$ cat config.mk
export PLATFORM = sky130hd
export DESIGN_NAME = alu_exec_unit
export DESIGN_NICKNAME = d
export VERILOG_FILES = /design/src/rtl/alu_exec_unit.sv
export SDC_FILE = /design/constraint.sdc
export NUM_CORES = 1
export LEC_CHECK = 0
export BUFFER_PORTS_ARGS = -buffer_cell sky130_fd_sc_hd__buf_2
export CAP_MARGIN = 20
export CELL_PAD_IN_SITES_DETAIL_PLACEMENT = 0
export CELL_PAD_IN_SITES_GLOBAL_PLACEMENT = 2
export CORE_MARGIN = 4
export CORE_UTILIZATION = 29
export DETAILED_ROUTE_END_ITERATION = 12
export GPL_ROUTABILITY_DRIVEN = 0
export PLACE_DENSITY = 0.88
export SLEW_MARGIN = 20
export SYNTH_ARGS = -nofsm -noshare
export SYNTH_HDL_FRONTEND = slang
export SYNTH_SLANG_ARGS = --single-unit
$ cat constraint.sdc
create_clock -name clk -period 4.2 [get_ports clk]
set_input_delay 1.05 -clock clk [delete_from_list [all_inputs] [get_ports clk]]
set_output_delay 1.05 -clock clk [all_outputs]
set_load 0.005 [all_outputs]
$ cat src/rtl/alu_exec_unit.sv
// alu_exec_unit: MIPS single-cycle execute stage.
//   Decodes ALUOp/funct into a 4-bit ALU operation, executes it on two
//   operands, and gates the zero flag with Branch to select the next PC.
//
// Ports:
//   clk, rst        clock (rising edge), synchronous active-high reset
//   alu_op[1:0]     ALUOp from main control
//   funct[5:0]      instruction[5:0]
//   a, b [WIDTH]    operands (b already muxed between register/immediate)
//   branch          Branch bit from main control
//   alu_ctrl[3:0]   decoded ALU operation (combinational)
//   result [WIDTH]  ALU result (registered)
//   zero            result == 0 (registered; forced low during reset)
//   take_branch     branch & zero (registered)
//   illegal         unsupported operation (registered)
//   overflow        signed overflow for add/sub (registered when
//                   ALU_OVERFLOW_EN is defined, otherwise constant 0)
//
// Build option: define ALU_OVERFLOW_EN to enable the overflow flag.

module alu_exec_unit #(
  parameter int WIDTH = 32
) (
  input  logic             clk,
  input  logic             rst,
  input  logic [1:0]       alu_op,
  input  logic [5:0]       funct,
  input  logic [WIDTH-1:0] a,
  input  logic [WIDTH-1:0] b,
  input  logic             branch,
  output logic [3:0]       alu_ctrl,
  output logic [WIDTH-1:0] result,
  output logic             zero,
  output logic             take_branch,
  output logic             illegal,
  output logic             overflow
);

  localparam logic [3:0] OP_AND = 4'b0000;
  localparam logic [3:0] OP_OR  = 4'b0001;
  localparam logic [3:0] OP_ADD = 4'b0010;
  localparam logic [3:0] OP_SUB = 4'b0110;
  localparam logic [3:0] OP_SLT = 4'b0111;
  localparam logic [3:0] OP_NOR = 4'b1100;
  localparam logic [3:0] OP_ILL = 4'b1111;

  // ALU control decode
  always_comb begin
    alu_ctrl = OP_ADD;
    unique case (alu_op)
      2'b00:   alu_ctrl = OP_ADD;
      2'b01:   alu_ctrl = OP_SUB;
      2'b11:   alu_ctrl = OP_ADD;
      default: begin
        unique case (funct)
          6'b100000: alu_ctrl = OP_ADD;
          6'b100010: alu_ctrl = OP_SUB;
          6'b100100: alu_ctrl = OP_AND;
          6'b100101: alu_ctrl = OP_OR;
          6'b101010: alu_ctrl = OP_SLT;
          6'b100111: alu_ctrl = OP_NOR;
          default:   alu_ctrl = OP_ILL;
        endcase
      end
    endcase
  end

  // Datapath
  logic [WIDTH-1:0] sum, diff;
  logic             slt;

  assign sum  = a + b;
  assign diff = a - b;
  assign slt  = $signed(a) < $signed(b);

  logic [WIDTH-1:0] result_d, result_q;
  logic             zero_d, zero_q;
  logic             take_d, take_q;
  logic             ill_d, ill_q;

  always_comb begin
    result_d = '0;
    ill_d    = 1'b0;
    case (alu_ctrl)
      OP_AND:  result_d = a & b;
      OP_OR:   result_d = a | b;
      OP_ADD:  result_d = sum;
      OP_SUB:  result_d = diff;
      OP_SLT:  result_d = {{(WIDTH-1){1'b0}}, slt};
      OP_NOR:  result_d = ~(a | b);
      default: ill_d    = 1'b1;
    endcase
    // Illegal ops yield result 0, so zero is asserted for them too.
    zero_d = (result_d == '0);
    take_d = branch & zero_d;
  end

  // Reset forces zero low even though result is 0 at that point.
  always_ff @(posedge clk) begin
    if (rst) begin
      result_q <= '0;
      zero_q   <= 1'b0;
      take_q   <= 1'b0;
      ill_q    <= 1'b0;
    end else begin
      result_q <= result_d;
      zero_q   <= zero_d;
      take_q   <= take_d;
      ill_q    <= ill_d;
    end
  end

  assign result      = result_q;
  assign zero        = zero_q;
  assign take_branch = take_q;
  assign illegal     = ill_q;

`ifdef ALU_OVERFLOW_EN
  logic ovf_d, ovf_q;

  always_comb begin
    ovf_d = 1'b0;
    case (alu_ctrl)
      OP_ADD:  ovf_d = (a[WIDTH-1] == b[WIDTH-1]) && (sum[WIDTH-1]  != a[WIDTH-1]);
      OP_SUB:  ovf_d = (a[WIDTH-1] != b[WIDTH-1]) && (diff[WIDTH-1] != a[WIDTH-1]);
      default: ovf_d = 1'b0;
    endcase
  end

  always_ff @(posedge clk) begin
    if (rst) ovf_q <= 1'b0;
    else     ovf_q <= ovf_d;
  end

  assign overflow = ovf_q;
`else
  assign overflow = 1'b0;
`endif

endmodule

==> results.txt <==
Hold endpoint: take_branch
Total wire length: 30.0 mm
Die Y: 162 um
Least-Margin Pin Slew: 828 ps
Cell mode on critical path: buf_4
# setup viols final: 0
DR iter-0 viols: 903
# IOs: 115
Yosys warnings: 0
CTS H-tree depth: 2
RSZ-0062 raised after global routing: yes
Post-DRT Antenna Nets: 0
Slew Limit Fails: 0
Clock sink count: 35
Synth Cell Area: 0.00686 sq mm
FP Rows: 56
Crit end category: flip-flop
Sum Neg Setup Slack: 0 ps
P_leak: 5.19 nW
Largest net degree at the start of global routing: 35
Pwr Total: 0.00226 W
Status: complete, no violations
Die Footprint: 0.0262 sq mm
Tcrit/Tclk final: 0.983
Placed instance area: 0.00984 sq mm
Post-route DRC: 0
Routed WL per cell: 17.7 um
Synth area leader: ha_1
Max Freq: 0.242 GHz
Max Buffers Root-to-Sink: 2
Fin crit period: 4130 ps
Clock slew seen by the registers of the worst setup and hold paths: 50 ps
Post-Syn Area per Cell: 6.94 sq um
CTS root buffer: clkbuf_16
Core ar.: 0.0234 sq mm
Critical Path, Cell by Cell: buf_8 -> ha_1 -> fa_2 -> a211oi_4 -> o41ai_2 -> a31oi_1 -> o41ai_2 -> a2bb2oi_1 -> a221o_1 -> a222oi_1 -> buf_4 -> buf_4 -> buf_4 -> buf_4 -> buf_4 -> buf_4 -> nor2_1
CTS buffer count: 5
Worst path slowest cell: a222oi_1
Vias/cell: 5.33
Initial antenna violation count: 0
Syn_nets: 1,170
Primary FF master, synth: dfxtp_1
Synth cell types: 80
Fraction of layout cells with a size suffix above 1: 0.382
Syn Inst Count: 989
Cell Pwr Density: 213 mW/mm^2
Antenna Cells: 0
Peak supply drop: 0.150 mV
Worst Path Max Fanout: 3
DIE WIDTH: 162 um
Final hold vios: 0
Port bufs: 113
Critical Path Source Type: input port
GRT overflow: 0
Worst hold start: branch
CTS tree: done
Worst Path Required: 4330 ps
Fin area: 0.0106 sq mm
Vias: 9,017
Final net count: 1,552
Post-synth EDFFs: 0
Number of global-route vias before repair: 8,564
Headroom to the max-slew limit: 0.447
Sequential area share after synthesis: 0.102
Share of the synthesized area in the top cell type: 0.190
DR pass1 iterations: 5
Hold_buf cts: 0
Synthesized flop and latch total: 35
Ranking of synthesized cells by area: ha_1 19%, dfxtp_1 10%, inv_1 5.7%, nor2_1 5.7%, a21oi_1 4.8%
Max_cap viols: 0
Worst Path Class, Setup: input port to flip-flop
Worst hold path type: input port to flip-flop
Initial Util: 0.293
Worst path max stage delay: 440 ps
WP data arrival: 4260 ps
HPWL after DPL: 24.5 mm
GRT Total Usage: 0.216
Hold depth: 3
Area growth, synth to finish: 54.8%
Async SR Flop Fraction: 0
First-pass GRT wire length: 45.8 mm
==> cell usage in the layout, fill, tap and decap left out, types with 7 or more instances in the layout <==
master,count
dfxtp_1,35
inv_1,101
nor2_1,97
buf_2,111
xnor2_1,10
nand4_1,12
a211oi_1,12
nand3_1,19
a21oi_1,62
mux2i_1,15
o211ai_1,13
nand2_1,78
ha_1,96
or3_1,9
o31ai_1,10
buf_4,313
and3_1,7
o21ai_0,60
nor2b_1,20
a21o_1,10
nor4_1,10
nor3_1,18
a221o_1,12
o221ai_1,8
nand2b_1,14
a31oi_1,11
==> Yosys cell counts, types with 5 or more instances <==
| library cell | n |
|---|---|
| a2111oi_0 | 5 |
| a211oi_1 | 19 |
| a21boi_0 | 7 |
| a21o_1 | 10 |
| a21oi_1 | 66 |
| a221o_1 | 12 |
| a221oi_1 | 10 |
| a22o_1 | 6 |
| a22oi_1 | 6 |
| a311oi_1 | 5 |
| a31oi_1 | 14 |
| and2_1 | 7 |
| and3_1 | 8 |
| buf_1 | 6 |
| clkbuf_1 | 43 |
| dfxtp_1 | 35 |
| ha_1 | 104 |
| inv_1 | 104 |
| mux2i_1 | 15 |
| nand2_1 | 80 |
| nand2b_1 | 14 |
| nand3_1 | 19 |
| nand4_1 | 12 |
| nor2_1 | 104 |
| nor2b_1 | 21 |
| nor3_1 | 23 |
| nor4_1 | 15 |
| o211ai_1 | 13 |
| o21a_1 | 5 |
| o21ai_0 | 63 |
| o21bai_1 | 7 |
| o221ai_1 | 9 |
| o311ai_0 | 6 |
| o31ai_1 | 11 |
| or2_2 | 5 |
| or3_1 | 9 |
| xnor2_1 | 10 |
==> power breakdown <==
group / internal, W / total, W / switching (W)
Sequential: 0.000370 / 0.000379 / 0.00000928
Clock: 0.000280 / 0.000425 / 0.000145
Combinational: 0.000702 / 0.00146 / 0.000758
==> registers in the layout (all words and copies together), names as in the netlist <==
register     flops
illegal          1
zero             1
take_branch      1
result          32
==> logic make-up (layout without fill, tap and decap cells) <==
kind of cell,after synthesis,in the layout,synth area share
flip-flops,35,35,0.102
buffers and inverters,158,541,0.0875
multiplexers,18,18,0.0268
adder cells (fa/ha/maj),106,106,0.195
AND/OR/NAND/NOR,337,337,0.239
AO/OA/AOI/OAI,323,323,0.334
other,1,1,0.000547
XOR/XNOR,11,11,0.0140
==> cell type report <==
| cell class | instances | area, sq um |
|---|---|---|
| inverter | 105 | 397 |
| clock inverter | 3 | 43.8 |
| tap | 319 | 399 |
| fill | 2406 | 12800 |
| sequential | 35 | 701 |
| timing repair buffer | 428 | 2950 |
| multi-input combinational | 796 | 6000 |
| clock buffer | 5 | 125 |
==> layer usage <==
metal | vias to the layer above | GRT usage | wire length (um)
met5 | - | 0 | 0
met4 | 0 | 0.0581 | 857
met3 | 56 | 0.0325 | 2380
met2 | 387 | 0.347 | 13200
met1 | 4198 | 0.302 | 13600
li1 | 4376 | - | -
==> through the flow <==
step	worst slack, ps	hold slack (ps)	std cells	util
floorplan	25.5	1120	989	-
global placement	-507	1340	1661	0.421
detailed placement	-515	1350	1661	0.421
CTS	1.15	1050	1682	0.435
global route	-35.2	1080	1691	0.454
finish	72.3	1070	1691	0.454
==> how the worst max path moves through the flow <==
stage,from,end,slack [ps],depth (start not counted)
after floorplan,a[0],take_branch,30,12
after global placement,a[10],take_branch,-510,15
after detailed placement,a[14],take_branch,-510,15
after CTS,a[14],take_branch,1,15
after global routing,b[13],result[22],-40,18
final,a[0],result[22],70,17
==> critical path, delay by kind of cell <==
kind	cells	cell delay, ps
adders and majority gates	2	610
and+or+nand+nor	1	40
AOI/OAI and AO/OA	7	1800
buffers and inverters	7	760
==> repair_timing <==
action                     CTS  global route
setup endpoints to repair    2             5
cloned                       0             0
resized for setup           13            86
pin swaps                   10            28
setup buffers               13             9
Power figures use the tool's default switching activity.
